## config.mk

```make
export PLATFORM = sky130hd
export DESIGN_NAME = spi_wb_bridge_flat
export DESIGN_NICKNAME = d
export VERILOG_FILES = /design/src/rtl/spi_wb_bridge_if.sv /design/src/rtl/spi_wb_bridge.sv /design/src/flat_wrapper.sv
export SDC_FILE = /design/constraint.sdc
export NUM_CORES = 1
export LEC_CHECK = 0
export CORE_MARGIN = 2
export CORE_UTILIZATION = 45
export CTS_BUF_LIST = sky130_fd_sc_hd__clkbuf_4 sky130_fd_sc_hd__clkbuf_8
export DETAILED_ROUTE_END_ITERATION = 10
export DONT_BUFFER_PORTS = 1
export PLACE_DENSITY = 0.71
export SETUP_SLACK_MARGIN = 0.15
export SYNTH_ARGS = -nofsm -noshare
export SYNTH_HDL_FRONTEND = slang
export SYNTH_SLANG_ARGS = --single-unit
```

## constraint.sdc

```tcl
create_clock -name clk -period 3.7 [get_ports clk]
set_clock_uncertainty 0.15 [all_clocks]
set_input_delay 0.74 -clock clk [delete_from_list [all_inputs] [get_ports clk]]
set_output_delay 0.74 -clock clk [all_outputs]
set_load 0.01 [all_outputs]
```

## src/rtl/spi_wb_bridge_if.sv

```systemverilog
// Wishbone master-side bundle for the SPI-to-Wishbone bridge.
// The bridge drives the master modport; a bus slave uses the slave modport.
interface spi_wb_bridge_if;
    logic [31:0] wb_adr_o;
    logic [31:0] wb_dat_o;
    logic [31:0] wb_dat_i;
    logic [3:0]  wb_sel_o;
    logic        wb_we_o;
    logic        wb_cyc_o;
    logic        wb_stb_o;
    logic        wb_ack_i;

    modport master (
        output wb_adr_o, wb_dat_o, wb_sel_o,
        output wb_we_o, wb_cyc_o, wb_stb_o,
        input  wb_dat_i, wb_ack_i
    );

    modport slave (
        input  wb_adr_o, wb_dat_o, wb_sel_o,
        input  wb_we_o, wb_cyc_o, wb_stb_o,
        output wb_dat_i, wb_ack_i
    );
endinterface

```

## src/rtl/spi_wb_bridge.sv

```systemverilog
// SPI mode-0 responder that issues one 32-bit Wishbone access per frame.
// SCK/CS/MOSI are oversampled on clk; read data returns after 8 turnaround bits.
module spi_wb_bridge #(
    parameter int          TIMEOUT  = 64,
    parameter logic [31:0] ERR_WORD = 32'hDEADBEEF
) (
    input  logic clk,
    input  logic rst,
    input  logic spi_sck,
    input  logic spi_cs_n,
    input  logic spi_mosi,
    output logic spi_miso,
    spi_wb_bridge_if.master wb,
    output logic busy,
    output logic err
);
    localparam int TMO_W = $clog2(TIMEOUT + 1);

    typedef enum logic [2:0] {
        S_IDLE, S_CMD, S_ADDR, S_WDATA,
        S_WB_REQ, S_TURN, S_RDATA, S_DONE
    } state_t;

    state_t       r_state, w_next;
    logic [1:0]   r_sck_s, r_cs_s, r_mosi_s;
    logic         r_sck_d, r_cs_d;
    logic [5:0]   r_cnt;
    logic [31:0]  r_sr;
    logic [29:0]  r_adr;
    logic         r_we, r_cyc, r_issued, r_miso, r_err;
    logic [TMO_W-1:0] r_tmo;

    logic w_sck, w_cs_n, w_mosi;
    logic w_rise, w_fall, w_cs_fall;
    logic w_shift, w_issue, w_rd_open, w_to_rdata;
    logic w_ack, w_tmo;

    assign w_sck     = r_sck_s[1];
    assign w_cs_n    = r_cs_s[1];
    assign w_mosi    = r_mosi_s[1];
    assign w_rise    = w_sck & ~r_sck_d;
    assign w_fall    = ~w_sck & r_sck_d;
    assign w_cs_fall = r_cs_d & ~w_cs_n;
    assign w_ack     = r_cyc & wb.wb_ack_i;
    assign w_tmo     = r_cyc & ~wb.wb_ack_i
                     & (r_tmo == TMO_W'(TIMEOUT - 1));

    // Two-flop synchronizers plus previous-value flops for edge detection
    always_ff @(posedge clk or negedge rst) begin
        if (!rst) begin
            r_sck_s  <= 2'b00;
            r_cs_s   <= 2'b11;
            r_mosi_s <= 2'b00;
            r_sck_d  <= 1'b0;
            r_cs_d   <= 1'b1;
        end else begin
            r_sck_s  <= {r_sck_s[0], spi_sck};
            r_cs_s   <= {r_cs_s[0], spi_cs_n};
            r_mosi_s <= {r_mosi_s[0], spi_mosi};
            r_sck_d  <= w_sck;
            r_cs_d   <= w_cs_n;
        end
    end

    // Frame state register
    always_ff @(posedge clk or negedge rst) begin
        if (!rst) r_state <= S_IDLE;
        else      r_state <= w_next;
    end

    // Frame sequencing; read turnaround keeps counting while the bus cycle runs
    always_comb begin
        w_next = r_state;
        unique case (r_state)
            S_IDLE:   if (w_cs_fall) w_next = S_CMD;
            S_CMD:    if (w_cs_n) w_next = S_IDLE;
                      else if (w_rise && r_cnt == 6'd7) w_next = S_ADDR;
            S_ADDR:   if (w_cs_n) w_next = S_IDLE;
                      else if (w_rise && r_cnt == 6'd31)
                          w_next = r_we ? S_WDATA : S_WB_REQ;
            S_WDATA:  if (w_cs_n) w_next = S_IDLE;
                      else if (w_rise && r_cnt == 6'd31) w_next = S_WB_REQ;
            S_WB_REQ: if (r_issued) begin
                          if (!r_we)      w_next = S_TURN;
                          else if (!r_cyc) w_next = S_DONE;
                      end
            S_TURN:   if (w_cs_n) w_next = S_DONE;
                      else if (w_rise && r_cnt == 6'd7) w_next = S_RDATA;
            S_RDATA:  if (w_cs_n) w_next = S_DONE;
                      else if (w_rise && r_cnt == 6'd31) w_next = S_DONE;
            S_DONE:   if (w_cs_n && !r_cyc) w_next = S_IDLE;
            default:  w_next = S_IDLE;
        endcase
    end

    // Per-state control strobes for the datapath
    always_comb begin
        w_shift    = w_rise && (r_state inside {S_CMD, S_ADDR, S_WDATA});
        w_issue    = (r_state == S_WB_REQ) && !r_issued;
        w_rd_open  = r_state inside {S_WB_REQ, S_TURN};
        w_to_rdata = (r_state == S_TURN) && (w_next == S_RDATA);
    end

    // Bit counter restarts per field; WB_REQ -> TURN keeps the turnaround count
    always_ff @(posedge clk or negedge rst) begin
        if (!rst)
            r_cnt <= '0;
        else if (r_state != w_next && r_state != S_WB_REQ)
            r_cnt <= '0;
        else if (w_rise)
            r_cnt <= r_cnt + 6'd1;
    end

    // Shift register: MOSI in, read data or error word loaded, MISO out
    always_ff @(posedge clk or negedge rst) begin
        if (!rst)
            r_sr <= '0;
        else if (w_shift)
            r_sr <= {r_sr[30:0], w_mosi};
        else if (w_ack && !r_we && w_rd_open)
            r_sr <= wb.wb_dat_i;
        else if ((w_tmo && !r_we && w_rd_open) || (w_to_rdata && r_cyc))
            r_sr <= ERR_WORD;
        else if (r_state == S_RDATA && w_fall)
            r_sr <= {r_sr[30:0], 1'b0};
    end

    // Command direction and word address capture
    always_ff @(posedge clk or negedge rst) begin
        if (!rst) begin
            r_we  <= 1'b0;
            r_adr <= '0;
        end else begin
            if (w_rise && r_state == S_CMD && r_cnt == 6'd0)
                r_we <= w_mosi;
            if (w_rise && r_state == S_ADDR && r_cnt == 6'd31)
                r_adr <= r_sr[30:1];
        end
    end

    // Single Wishbone cycle with timeout watchdog
    always_ff @(posedge clk or negedge rst) begin
        if (!rst) begin
            r_cyc    <= 1'b0;
            r_issued <= 1'b0;
            r_tmo    <= '0;
        end else begin
            if (r_state == S_IDLE) r_issued <= 1'b0;
            else if (w_issue)      r_issued <= 1'b1;
            if (w_issue) begin
                r_cyc <= 1'b1;
                r_tmo <= '0;
            end else if (w_ack || w_tmo) begin
                r_cyc <= 1'b0;
            end else if (r_cyc) begin
                r_tmo <= r_tmo + 1'b1;
            end
        end
    end

    // MISO changes on SCK falling edges only while shifting read data
    always_ff @(posedge clk or negedge rst) begin
        if (!rst)                   r_miso <= 1'b0;
        else if (r_state != S_RDATA) r_miso <= 1'b0;
        else if (w_fall)            r_miso <= r_sr[31];
    end

    // Sticky error: timeout or read data not ready at RDATA start
    always_ff @(posedge clk or negedge rst) begin
        if (!rst)
            r_err <= 1'b0;
        else if (r_state == S_IDLE && w_cs_fall)
            r_err <= 1'b0;
        else if (w_tmo || (w_to_rdata && r_cyc && !wb.wb_ack_i))
            r_err <= 1'b1;
    end

    assign wb.wb_cyc_o = r_cyc;
    assign wb.wb_stb_o = r_cyc;
    assign wb.wb_sel_o = {4{r_cyc}};
    assign wb.wb_we_o  = r_cyc & r_we;
    assign wb.wb_adr_o = r_cyc ? {r_adr, 2'b00} : 32'h0;
    assign wb.wb_dat_o = (r_cyc && r_we) ? r_sr : 32'h0;
    assign spi_miso    = r_miso;
    assign busy        = ~w_cs_n | r_cyc;
    assign err         = r_err;
endmodule

```

## src/flat_wrapper.sv

```systemverilog
// flat-port wrapper written by rule: the top's interface ports become plain ports
module spi_wb_bridge_flat 
#(
    parameter int          TIMEOUT  = 64,
    parameter logic [31:0] ERR_WORD = 32'hDEADBEEF
)
  (clk, rst, spi_sck, spi_cs_n, spi_mosi, spi_miso, busy, err, wb_wb_adr_o, wb_wb_dat_o, wb_wb_sel_o, wb_wb_we_o, wb_wb_cyc_o, wb_wb_stb_o, wb_wb_dat_i, wb_wb_ack_i);
  spi_wb_bridge_if wb_i ();
  input  logic clk;
  input  logic rst;
  input  logic spi_sck;
  input  logic spi_cs_n;
  input  logic spi_mosi;
  output logic spi_miso;
  output logic busy;
  output logic err;
  output wire logic [$bits(wb_i.wb_adr_o)-1:0] wb_wb_adr_o;
  output wire logic [$bits(wb_i.wb_dat_o)-1:0] wb_wb_dat_o;
  output wire logic [$bits(wb_i.wb_sel_o)-1:0] wb_wb_sel_o;
  output wire logic [$bits(wb_i.wb_we_o)-1:0] wb_wb_we_o;
  output wire logic [$bits(wb_i.wb_cyc_o)-1:0] wb_wb_cyc_o;
  output wire logic [$bits(wb_i.wb_stb_o)-1:0] wb_wb_stb_o;
  input wire logic [$bits(wb_i.wb_dat_i)-1:0] wb_wb_dat_i;
  input wire logic [$bits(wb_i.wb_ack_i)-1:0] wb_wb_ack_i;
  assign wb_wb_adr_o = wb_i.wb_adr_o;
  assign wb_wb_dat_o = wb_i.wb_dat_o;
  assign wb_wb_sel_o = wb_i.wb_sel_o;
  assign wb_wb_we_o = wb_i.wb_we_o;
  assign wb_wb_cyc_o = wb_i.wb_cyc_o;
  assign wb_wb_stb_o = wb_i.wb_stb_o;
  assign wb_i.wb_dat_i = wb_wb_dat_i;
  assign wb_i.wb_ack_i = wb_wb_ack_i;
  spi_wb_bridge #(.TIMEOUT(TIMEOUT), .ERR_WORD(ERR_WORD)) u_core (.clk(clk), .rst(rst), .spi_sck(spi_sck), .spi_cs_n(spi_cs_n), .spi_mosi(spi_mosi), .spi_miso(spi_miso), .wb(wb_i), .busy(busy), .err(err));
endmodule
```

Yosys cells after proc, flatten, opt, wreduce, memory -nomap -nowiden. Index checks and enable logic that the tools add are counted.

Register bits: 91. Output and inout bits: 74. RAM bits: 0. Logic and storage cells: 119. Input port bits: 38. ROM bits: 0. Latch bits: 0. Memories: 0.

Divide/modulo/power cells: 0. Mux-type cells: 36. Add/subtract/negate cells: 2. Shift operators: 0. Equality and inequality tests: 15. Multiply operators: 0. Bitwise gates (word level): 12. Order comparisons: 0. Reductions and logical operators: 39.

Operator list (number): $mux W32 (6); $mux W3 (16); $pmux W3 S8 (1); $mux W7 (3); $logic_and A1 B1 Y1 (20); $eq A3 B3 Y1 const B (5); $reduce_bool A2 Y1 (7); $mux W6 (2); $mux W1 (8); $add A7 B1 Y7 const B (1); $and A1 B1 Y1 (7); $eq A7 B6 Y1 const B (1); $add A6 B1 Y6 const B (1); $eq A3 B2 Y1 const B (2); $eq A6 B3 Y1 const B (1); $eq A6 B5 Y1 const B (1); $logic_not A6 Y1 (1); $ne A3 B3 Y1 const B (2); $logic_not A1 Y1 (4); $not A1 Y1 (4); $reduce_bool A4 Y1 (1); $eq A3 B1 Y1 const B (1); $logic_not A3 Y1 (1); $logic_or A1 B1 Y1 (3); other kinds (5) (5).

Depth between registers and ports, before layout. Gate-level depths: netlist (run 1).

Depth after elaboration: 13. Depth in mapped cells: 8. Mapped depth without buffers: 6.

Least setup slack after synthesis (run 1). No wires, ideal clock.

Path kind: reg2out. From: register u_core.r_cyc (netlist: u_core.wb.wb_cyc_o). To: output wb_wb_adr_o[11]. Data arrival time: 1.248 ns. Cell stages (with the launch flop): 5. Path buffers: 3. Data required time: 2.810 ns. Slack: 1.562 ns. Path through: dfrtp_1 -> buf_2 -> clkbuf_1 -> clkbuf_1 -> and2_1.

Cells in the longest elaborated chain, start to end: 1.

RTL lines: start, declared (line spi_wb_bridge.sv:30) `logic r_we, r_cyc, r_issued, r_miso, r_err;`; start signal, assigned (line spi_wb_bridge.sv:144) `r_cyc <= 1'b0;`; start signal, assigned (line spi_wb_bridge.sv:151) `r_cyc <= 1'b1;`; start signal, assigned (line spi_wb_bridge.sv:154) `r_cyc <= 1'b0;`; $mux W32 (line spi_wb_bridge.sv:182) `assign wb.wb_adr_o = r_cyc ? {r_adr, 2'b00} : 32'h0;`; end, declared (line flat_wrapper.sv:17) `output wire logic [$bits(wb_i.wb_adr_o)-1:0] wb_wb_adr_o;`.

No other way between the ends.

Worst setup path after layout (run 1).
From: register u_core.r_state[1]. To: register u_core.r_sr[4].

Cells in the longest elaborated chain, start to end: 11. Elaborated cells on any way between the ends: 38. Classes of those cells: 8 x eq/ne; 19 x mux; 11 x reduce/logical.

RTL lines: start, declared (line spi_wb_bridge.sv:24) `state_t r_state, w_next;`; start signal, assigned (line spi_wb_bridge.sv:68) `else r_state <= w_next;`; $mux W3 (line spi_wb_bridge.sv:85) `else if (!r_cyc) w_next = S_DONE;`; $mux W3 (line spi_wb_bridge.sv:84) `if (!r_we) w_next = S_TURN;`; $mux W3 (line spi_wb_bridge.sv:83) `S_WB_REQ: if (r_issued) begin`; $pmux W3 S8 (line spi_wb_bridge.sv:74) `unique case (r_state)`; $eq A3 B3 Y1 (line spi_wb_bridge.sv:101) `w_to_rdata = (r_state == S_TURN) && (w_next == S_RDATA);`; $logic_and A1 B1 Y1 (line spi_wb_bridge.sv:101); $logic_and A1 B1 Y1 (line spi_wb_bridge.sv:122) `else if ((w_tmo && !r_we && w_rd_open) || (w_to_rdata && r_cyc))`; $logic_or A1 B1 Y1 (line spi_wb_bridge.sv:122); $mux W32 (line spi_wb_bridge.sv:122); $mux W32 (line spi_wb_bridge.sv:120) `else if (w_ack && !r_we && w_rd_open)`; $mux W32 (line spi_wb_bridge.sv:118) `else if (w_shift)`; end signal, assigned (line spi_wb_bridge.sv:119) `r_sr <= {r_sr[30:0], w_mosi};`; end signal, assigned (line spi_wb_bridge.sv:121) `r_sr <= wb.wb_dat_i;`; end signal, assigned (line spi_wb_bridge.sv:125) `r_sr <= {r_sr[30:0], 1'b0};`; end, declared (line spi_wb_bridge.sv:28) `logic [31:0] r_sr;`.

Several ways; a longest one is shown, not always the timed one. A chain may end at the register's enable or synchronous reset.

==> results of run 1 <==
sequential cells by signal, indices dropped and copies added (netlist names):
name,flops
u_core.r_cs_s,2
u_core.r_cs_d,1
u_core.spi_miso,1
u_core.r_sck_d,1
u_core.r_cnt,6
u_core.r_tmo,7
u_core.r_state,3
u_core.r_sck_s,2
u_core.err,1
u_core.r_mosi_s,2
u_core.r_issued,1
u_core.wb.wb_cyc_o,1
u_core.r_we,1
u_core.r_adr,30
u_core.r_sr,32
layout make-up:
type	count	area (µm²)	area share, %
Antenna cell	1	2.502	0.05037
Inverter	21	78.83	1.587
Tap cell	136	170.2	3.425
Timing Repair Buffer	9	87.58	1.763
Sequential cell	91	2282	45.93
Multi-Input combinational cell	318	2171	43.69
Clock inverter	7	52.55	1.058
Clock buffer	9	123.9	2.493
repair_timing:
| action | CTS | global route |
|---|---|---|
| hold endpoints to repair | 88 | 0 |
| buffers inserted | 0 | 0 |
| hold buffers | 1 | 0 |
Yosys cell counts (7+ instances only):
master,count,share of area (%)
nand2b_1,7,0.93
buf_2,16,1.7
and3_1,28,3.7
mux2_2,30,7.2
nor4_1,8,1.1
and2_1,31,4.1
dfrtp_1,88,47
inv_1,21,1.7
nor2_1,54,4.3
nand2_1,33,2.6
clkbuf_1,13,1.0
buf_4,9,1.4
o221a_1,7,1.7
o221ai_1,23,4.3
nand4_1,14,1.9
routing by layer:
metal	GRT usage, %	up-vias
li1	-	1602
met1	27.95	1743
met2	32.88	116
met3	6.438	20
met4	8.163	0
met5	0	-
logic make-up (layout without fill, tap and decap cells):
group | count (synthesis) | count (layout)
and+or+nand+nor | 211 | 211
DFF | 91 | 91
buffers and inverters | 62 | 46
AOI/OAI and AO/OA | 60 | 60
muxes | 33 | 33
xor gates and xnor gates | 9 | 9
adders and majority gates | 3 | 3
other | 1 | 3
critical path: cells and delay by family (launching register included):
family	cells	cell delay, ps
AND/OR/NAND/NOR	4	1890
flip-flops	1	600
AO/OA/AOI/OAI	1	580
power by group through the flow:
stage / combinational [W] / sequential [W] / clock, W
2_1_floorplan: 0.000265 / 0.00125 / 0
3_3_place_gp: 0.000298 / 0.00133 / 0
3_5_place_dp: 0.000309 / 0.00133 / 0
4_1_cts: 0.000333 / 0.00131 / 0.000635
5_1_grt: 0.000374 / 0.00134 / 0.000677
6_report: 0.000331 / 0.00132 / 0.000627
how the worst max path moves through the flow:
stage	end	from	depth (start not counted)	slack, ps
floorplan	wb_wb_adr_o[11]	u_core.wb.wb_cyc_o$_DFFE_PN0P_	4	1560
finish	u_core.r_sr[4]$_DFFE_PN0P_	u_core.r_state[1]$_DFF_PN0_	5	350
CTS	u_core.r_sr[4]$_DFFE_PN0P_	u_core.r_state[1]$_DFF_PN0_	5	390
global placement	u_core.r_sr[4]$_DFFE_PN0P_	u_core.r_state[1]$_DFF_PN0_	5	540
global route	u_core.r_sr[4]$_DFFE_PN0P_	u_core.r_state[1]$_DFF_PN0_	5	220
detailed placement	u_core.r_sr[4]$_DFFE_PN0P_	u_core.r_state[1]$_DFF_PN0_	5	380
per-stage QoR:
step | worst slack [ps] | util (%) | hold slack [ps] | area, µm² | total power [W]
detailed placement | 380.8 | 46.55 | 188.7 | 4762 | 0.001642
finish | 351.0 | 48.56 | 47.98 | 4969 | 0.002275
global route | 219.7 | 48.56 | 29.47 | 4969 | 0.002390
global placement | 537.0 | 46.55 | 185.5 | 4762 | 0.001625
floorplan | 1562 | - | 181.2 | 4723 | 0.001512
CTS | 389.0 | 48.54 | 36.61 | 4966 | 0.002282
==> results.tsv, run 1 <==
stage	metric	value	unit
synth	synth_seq_cells	91	
power	p_switching	0.0007251	W
global_route	grt_start_max_net_pins	89	
route	drt_iter0_drc	202	
sta	max_freq	0.2986	GHz
synth	synth_compound_gate_area_share	11.13	%
critical_path	rr_startpoint	u_core.r_state[1]$_DFF_PN0_	
synth	synth-adder-area-share	0.7953	%
sta	setup_violations	0	
worst_hold_path	hp-class	in2async	
critical_path	path_cells	and4b_1, or3_1, nand4_1, nand3_1, o221a_2	
critical_path	critPathKind	reg2reg	
power	power_frac_comb	14.5	%
synth	synthCells	470	
route	routedLengthMet1	4991	µm
route	drc	0	
power	p_seq_share	57.9	%
power	p_int	0.001550	W
final_layout	final_common_cell	dfrtp_1	
route	met3_length	968	µm
final_layout	finalNonFillerCells	592	
die	die-area	11320	µm²
synth	ys_seq_area_share	48.33	%
synth	mappedNetlistArea	4720	µm²
global_route	grt_pass1_wl	18810	µm
critical_path	r2r-end	u_core.r_sr[4]$_DFFE_PN0P_	
global_route	grt_usage	21.20	%
placement	dpl.hpwl	7922	µm
critical_path	crit_arrival	3480	ps
critical_path	reg2reg_slack	350	ps
route	finalWirelength	11650	µm
sta	rsz0062_at_grt	false	
global_route	grt_pass1_vias	3515	
clock_tree	cts_root_buffer	clkbuf_8	
sta	hold_viol	0	
die	rows	37	
synth	yosys.area_share.simple	23.94	%
route	ant_nets	0	
power	power_density	457.9	nW/µm²
power	p_clk_share	27.6	%
placement	routabilityCongestion	0.8327	
final_layout	fin_nets	491	
final_layout	fill_cells	958	
clock_tree	cts_buffer_depth	2	
critical_path	slowest_stage	nand3_1	
job	cap_violations	0	
die	core	10230	µm²
critical_path	cp_slowest_stage_delay	780	ps
placement	port_buffers	0	
clock_tree	clk_pin_slew	100	ps
clock_tree	cts_buffers	9	
global_route	grt_antenna_before_repair	1	
placement	post-place-cells	574	
route	top_layer_used	met4	
power	worst_ir_drop_vdd	0.1615	mV
synth	synth_top_family_by_area	simple AND/OR/NAND/NOR gates	
power	swShare	31.87	%
die	io_pins	112	
synth	synthMuxAreaShare	7.821	%
route	dr_wl_met2	5417	µm
sta	min_period	3349	ps
final_layout	area_growth	5.276	%
route	vias_per_cell	5.880	
sta	min_period_over_period	90.51	%
clock_tree	clkSinkCount	91	
clock_tree	htreeDepth	3	
route	avgRoutedWirePerCell	19.68	µm
die	die_h	106.4	µm
final_layout	drive_gt1_share	16.48	%
synth	ys_types	59	
power	leakage	2.310	nW
critical_path	endpoint_kind	register	
status	status	finished clean	
sta	worst_pin_slew	961.6	ps
global_route	grt_overflow	0	
sta	final.setup.tns	0	ps
route	vias	3481	
synth	synth-xor-area-share	1.670	%
die	start_util	46.13	%
critical_path	rr_worst_depth	5	
synth	syn_area_per_cell	10.04	µm²
synth	synth_flop_cell	dfrtp_1	
clock_tree	cts_tree	done	
synth	ys_async_sr_fraction	100.0	%
synth	ys_warn_count	0	
sta	drv_slew	0	
clock_tree	clkLatencyLatePin	380	ps
critical_path	crit_fanout	22	
critical_path	required	3830	ps
final_layout	layout_common_cells	dfrtp_1 (87), nor2_1 (54), nand2_1 (33), and2_1 (31), mux2_2 (30)	
clock_tree	cts_resized	0	
sta	slew_headroom	35.71	%
route	dr.pass1.iters	5	
synth	synth_edf_count	0	
critical_path	cp-start-kind	register	
die	die_w	106.4	µm
Power figures use the tool's default switching activity.
==> run 2, diff against run 1 <==
BUFFER_PORTS_ARGS = -buffer_cell sky130_fd_sc_hd__clkbuf_2   (was unset)
DONT_BUFFER_PORTS = unset   (was 1)
PLACE_DENSITY = 0.8   (was 0.71)
SETUP_SLACK_MARGIN = unset   (was 0.15)
==> run 2 against run 1 <==
  * Core utilization is 5.5 points higher
  * Die area stayed put
  * Non-clock buffer count is 111 higher
  * Design area is 11% higher
  * Sequential share of layout area is 4.7 points lower
  * Worst setup slack better by 460 ps
  * Critical path type is now reg2out
  * Largest cell class unchanged
  * Largest power group unchanged
==> results.tsv, run 2 (synthesis gave the netlist of run 1 again) <==
stage	metric	value	unit
critical_path	r2r-end	u_core.r_sr[2]$_DFFE_PN0P_	
critical_path	path_buf_inv	2	
die	die-area	11320	µm²
critical_path	cp-start-kind	register	
global_route	grt_usage	21.50	%
final_layout	layout_common_cells	clkbuf_2 (108), dfrtp_1 (88), nor2_1 (54), nand2_1 (33), and2_1 (31)	
critical_path	crit_fanout	24	
clock_tree	cts_buffer_depth	2	
final_layout	largest_register_ffs	32	
final_layout	diodes	0	
final_layout	final_cell_area	5535	µm²
clock_tree	cts_resized	0	
sta	hold_viol	0	
clock_tree	holdBufCountCts	0	
die	start_util	46.13	%
sta	final.setup.tns	0	ps
sta	min_period	2890	ps
route	avgRoutedWirePerCell	17.07	µm
sta	worst_pin_slew	935.7	ps
clock_tree	cts_tree	done	
critical_path	cp_slowest_stage_delay	910	ps
global_route	grt_antenna_before_repair	0	
clock_tree	cts_root_buffer	clkbuf_8	
critical_path	reg2reg_slack	850	ps
route	vias	3943	
sta	rsz0062_at_grt	false	
global_route	grt_pass1_wl	19190	µm
global_route	grt_pass1_vias	3776	
clock_tree	htreeDepth	3	
sta	max_freq	0.3461	GHz
critical_path	critPathKind	reg2out	
die	die_w	106.4	µm
route	ant_nets	0	
final_layout	top_regs	u_core.r_sr (32), u_core.r_adr (30), u_core.r_tmo (7)	
global_route	grt_overflow	0	
critical_path	crit_arrival	2000	ps
die	rows	37	
route	dr.pass1.iters	4	
clock_tree	clkLatencyLatePin	370	ps
status	status	finished clean	
worst_hold_path	hp-class	in2async	
power	power_density	430.2	nW/µm²
final_layout	drive_gt1_share	32.69	%
sta	slew_headroom	37.61	%
critical_path	rr_worst_depth	7	
placement	port_buffers	109	
critical_path	required	2810	ps
sta	setup_violations	0	
final_layout	area_growth	17.29	%
final_layout	top_register	u_core.r_sr	
route	drc	0	
clock_tree	postCtsSetupRepairBufs	0	
die	core	10230	µm²
final_layout	final_common_cell	clkbuf_2	
sta	hold_ws	159.9	ps
final_layout	fin_nets	602	
critical_path	rr_startpoint	u_core.wb.wb_cyc_o$_DFFE_PN0P_	
clock_tree	clk_pin_slew	100	ps
die	io_pins	112	
power	power	0.002381	W
critical_path	path_delay_family	flip-flops	
critical_path	endpoint_kind	output port	
route	vias_per_cell	5.617	
sta	min_period_over_period	78.10	%
power	worst_ir_drop_vdd	0.2050	mV
clock_tree	clkSinkCount	91	
die	die_h	106.4	µm
global_route	grt_start_max_net_pins	40	
route	drt_iter0_drc	241	
placement	dpl.hpwl	8626	µm
critical_path	path_cells	nand2_1, buf_4, nor2_1, clkbuf_2	
critical_path	slowest_stage	dfrtp_1	
sta	drv_slew	0	
final_layout	fill_cells	890	
placement	routabilityCongestion	0.9073	
route	finalWirelength	11980	µm
power	leakage	2.826	nW
clock_tree	cts_buffers	9	
job	cap_violations	0	
placement	place_area	5331	µm²
## run 2: power by group
| part | switching (W) | internal (W) |
|---|---|---|
| clock | 0.000382 | 0.000323 |
| combinational | 0.000178 | 0.000165 |
| sequential | 0.000189 | 0.00114 |
| total | 0.000749 | 0.00163 |
## run 2: worst max path at each step
stage	start	end	slack, ps	cells past startpoint
floorplan	u_core.wb.wb_cyc_o$_DFFE_PN0P_	wb_wb_adr_o[11]	1560	4
global placement	u_core.wb.wb_cyc_o$_DFFE_PN0P_	u_core.r_sr[2]$_DFFE_PN0P_	1010	7
detailed placement	u_core.wb.wb_cyc_o$_DFFE_PN0P_	u_core.r_sr[2]$_DFFE_PN0P_	870	7
CTS	u_core.r_we$_DFFE_PN0P_	wb_wb_dat_o[25]	840	4
global route	u_core.wb.wb_cyc_o$_DFFE_PN0P_	u_core.r_sr[2]$_DFFE_PN0P_	670	7
finish	u_core.r_we$_DFFE_PN0P_	wb_wb_dat_o[25]	810	4
## run 2: per-stage QoR
step	setup WS, ps	std cells	util, %
after floorplan	1562	471	-
after global placement	1006	686	52.11
after detailed placement	874.9	686	52.11
after CTS	835.1	702	54.10
after global routing	671.7	702	54.10
final	810.3	702	54.10
## run 2: final cells by class
cell class / instances / area (µm²) / share of cell area (%)
clock inverters: 7 / 80.08 / 1.447
flip-flops and latches: 91 / 2281 / 41.21
well taps: 136 / 170.2 / 3.074
repair buffers: 120 / 630.6 / 11.39
multi-input cells: 318 / 2171 / 39.22
inverters: 21 / 78.83 / 1.424
clock buffers: 9 / 123.9 / 2.238
## run 2: routing by layer
metal	track usage, %	wire, µm	up-vias
met5	0	0	-
met4	8.905	282	0
met3	3.495	664	22
met2	34.84	5830	145
met1	28.80	5203	1952
li1	-	-	1824
==> run 3, diff against run 2 <==
ABC_AREA = 1   (was unset)
PLACE_DENSITY = 0.79   (was 0.8)
clock period = 2.99 ns   (was 3.7 ns; I/O delays follow)
==> run 3 against run 2 <==
  * Combinational power rose by 120%
  * Core utilization down 0.95 points
  * Via count is 24% higher
  * Sequential power rose by 14%
  * Critical path depth increased by 6
  * Sequential cell count unchanged
  * Synthesized cell count up 60%
  * Global-route usage is 0.39 points higher
  * Critical endpoint is now u_core.r_sr[13]$_DFFE_PN0P_
  * Largest cell class unchanged
  * Largest power group unchanged
==> results.tsv, run 3 <==
stage	metric	value	unit
sta	min_period_over_period	90.68	%
clock_tree	cts_buffer_depth	2	
final_layout	diodes	0	
clock_tree	htreeDepth	3	
route	vias_per_cell	4.966	
synth	ys_types	36	
sta	slew_headroom	53.44	%
synth	mappedNetlistArea	5187	µm²
route	drc	0	
worst_hold_path	hp-class	in2async	
critical_path	rr_worst_depth	10	
critical_path	critPathKind	reg2reg	
final_layout	layout_common_cells	nand2_1 (237), inv_1 (114), clkbuf_2 (108), nor2_1 (88), dfrtp_1 (88)	
sta	final.setup.tns	0	ps
sta	drv_slew	0	
route	dr.pass1.iters	5	
synth	yosysMostFrequentCell	nand2_1	
critical_path	cp-start-kind	register	
critical_path	path_delay_family	simple AND/OR/NAND/NOR gates	
synth	synth_flop_cell	dfrtp_1	
global_route	grt_pass1_wl	22200	µm
power	leakage	3.544	nW
job	cap_violations	0	
die	rows	39	
status	status	finished clean	
die	die_w	111.4	µm
clock_tree	cts_tree	done	
synth	ys_seq_area_share	43.97	%
critical_path	path_cells	inv_2, nor2_1, inv_2, nor4_4, buf_4, inv_1, nand2_2, nand2_1, nand2_1, nand2_1	
global_route	grt_antenna_before_repair	0	
final_layout	drive_gt1_share	18.88	%
sta	hold_viol	0	
placement	dpl.hpwl	9337	µm
route	finalWirelength	13220	µm
clock_tree	clkLatencyLatePin	360	ps
final_layout	fin_nets	878	
sta	setup_violations	0	
power	power_density	522.9	nW/µm²
synth	syn_area_per_cell	6.917	µm²
route	ant_nets	0	
sta	max_freq	0.3688	GHz
sta	min_period	2711	ps
critical_path	path_buf_inv	4	
synth	synthCells	750	
power	worst_ir_drop_vdd	0.3085	mV
clock_tree	cts_root_buffer	clkbuf_8	
critical_path	reg2reg_slack	280	ps
synth	synth_edf_count	0	
critical_path	rr_startpoint	u_core.r_state[2]$_DFF_PN0_	
critical_path	r2r-end	u_core.r_sr[13]$_DFFE_PN0P_	
final_layout	finalNonFillerCells	985	
die	core	11320	µm²
global_route	grt_start_max_net_pins	65	
synth	synth_seq_cells	91	
route	drt_iter0_drc	341	
critical_path	crit_fanout	64	
critical_path	required	3100	ps
clock_tree	cts_buffers	9	
placement	post-place-cells	969	
clock_tree	clk_pin_slew	100	ps
final_layout	largest_register_ffs	32	
critical_path	crit_arrival	2820	ps
placement	pre_cts_slack	150.0	ps
final_layout	top_regs	u_core.r_sr (32), u_core.r_adr (30), u_core.r_tmo (7)	
critical_path	cp_slowest_stage_delay	560	ps
sta	rsz0062_at_grt	false	
synth	ys_top_cells_by_area	dfrtp_1 (42%), nand2_1 (17%), inv_1 (8.2%)	
final_layout	top_register	u_core.r_sr	
die	die-area	12400	µm²
synth	ys_warn_count	0	
synth	ys_async_sr_fraction	100.0	%
global_route	grt_pass1_vias	4632	
die	io_pins	112	
final_layout	area_growth	15.99	%
die	start_util	45.82	%
sta	worst_pin_slew	697.6	ps
synth	synth_top_area_share	42.45	%
final_layout	final_common_cell	nand2_1	
sta	setup_slack	278.7	ps
critical_path	crit_top_cell	nand2_1	
global_route	grt_usage	21.89	%
critical_path	endpoint_kind	register	
placement	port_buffers	109	
synth	synth_common_cells	nand2_1 (238), inv_1 (114), nor2_1 (89), dfrtp_1 (88), nand3_1 (48)	
placement	routabilityCongestion	0.9352	
critical_path	slowest_stage	buf_4	
die	die_h	111.4	µm
route	avgRoutedWirePerCell	13.42	µm
route	vias	4892	
global_route	grt_overflow	0	
clock_tree	clkSinkCount	91	
synth	synth.largest_area_cell	dfrtp_1	
run 3: cell families (layout without fill, tap and decap cells):
family	count (synthesis)	after routing	synth area share, %
AND/OR/NAND/NOR	397	397	31.28
buffers and inverters	165	256	13.19
flip-flops	91	91	43.97
AO/OA/AOI/OAI	88	88	9.913
XOR/XNOR	5	5	0.8441
adder cells (fa/ha/maj)	3	3	0.7237
other	1	2	0.07229
run 3: final cells by class:
class                           instances  area (µm²)
Timing Repair Buffer                  120       655.6
Clock inverter                          5       61.31
Inverter                              120       450.4
Tap cell                              143       178.9
Fill cell                            1123        5304
Clock buffer                           11       145.1
Multi-Input combinational cell        495        2245
Sequential cell                        91        2281
run 3: where the power goes:
group          total, W  internal (W)  switching, W
registers       0.00151       0.00141      0.000101
logic          0.000752      0.000264      0.000488
clock network  0.000885      0.000422      0.000463
run 3: how the worst max path moves through the flow:
stage | start | endpoint | slack [ps] | cells after the start
global route | u_core.r_state[2]$_DFF_PN0_ | u_core.r_sr[10]$_DFFE_PN0P_ | 20 | 10
global placement | wb_wb_ack_i | u_core.r_sr[12]$_DFFE_PN0P_ | 230 | 10
CTS | u_core.r_state[1]$_DFF_PN0_ | u_core.r_sr[18]$_DFFE_PN0P_ | 150 | 11
floorplan | u_core.wb.wb_cyc_o$_DFFE_PN0P_ | u_core.r_sr[10]$_DFFE_PN0P_ | 920 | 13
detailed placement | u_core.r_state[1]$_DFF_PN0_ | u_core.r_sr[12]$_DFFE_PN0P_ | 150 | 11
finish | u_core.r_state[2]$_DFF_PN0_ | u_core.r_sr[13]$_DFFE_PN0P_ | 280 | 10
run 3: repair_timing:
item                                   4_1_cts  5_1_grt
endpoints found under the hold margin        0        0
gates resized for setup                      0        1
setup buffers                                0        0
hold buffers                                 0        0
setup endpoints to repair                    0       22
run 3: stage by stage:
stage	utilization (%)	hold slack [ps]	cell area (µm²)	power, W
6_report	53.15	65.34	6017	0.003146
5_1_grt	53.15	100.5	6017	0.003355
4_1_cts	53.11	88.12	6012	0.003156
3_5_place_dp	51.28	184.7	5806	0.002284
3_3_place_gp	51.28	182.5	5806	0.002265
2_1_floorplan	-	152.4	5191	0.002053
run 3: metal layers:
layer	global-route usage, %	up-vias	share of wire (%)
li1	-	2466	-
met1	30.43	2250	45
met2	36.63	168	48
met3	3.048	8	5.9
met4	5.267	0	0.88
met5	0	-	0
run 3: worst reg2reg max path, delay by kind of cell, from the launching register on:
| family | cells | cell delay, ps |
|---|---|---|
| simple gates | 6 | 1110 |
| buf+inv | 4 | 850 |
| flops | 1 | 510 |
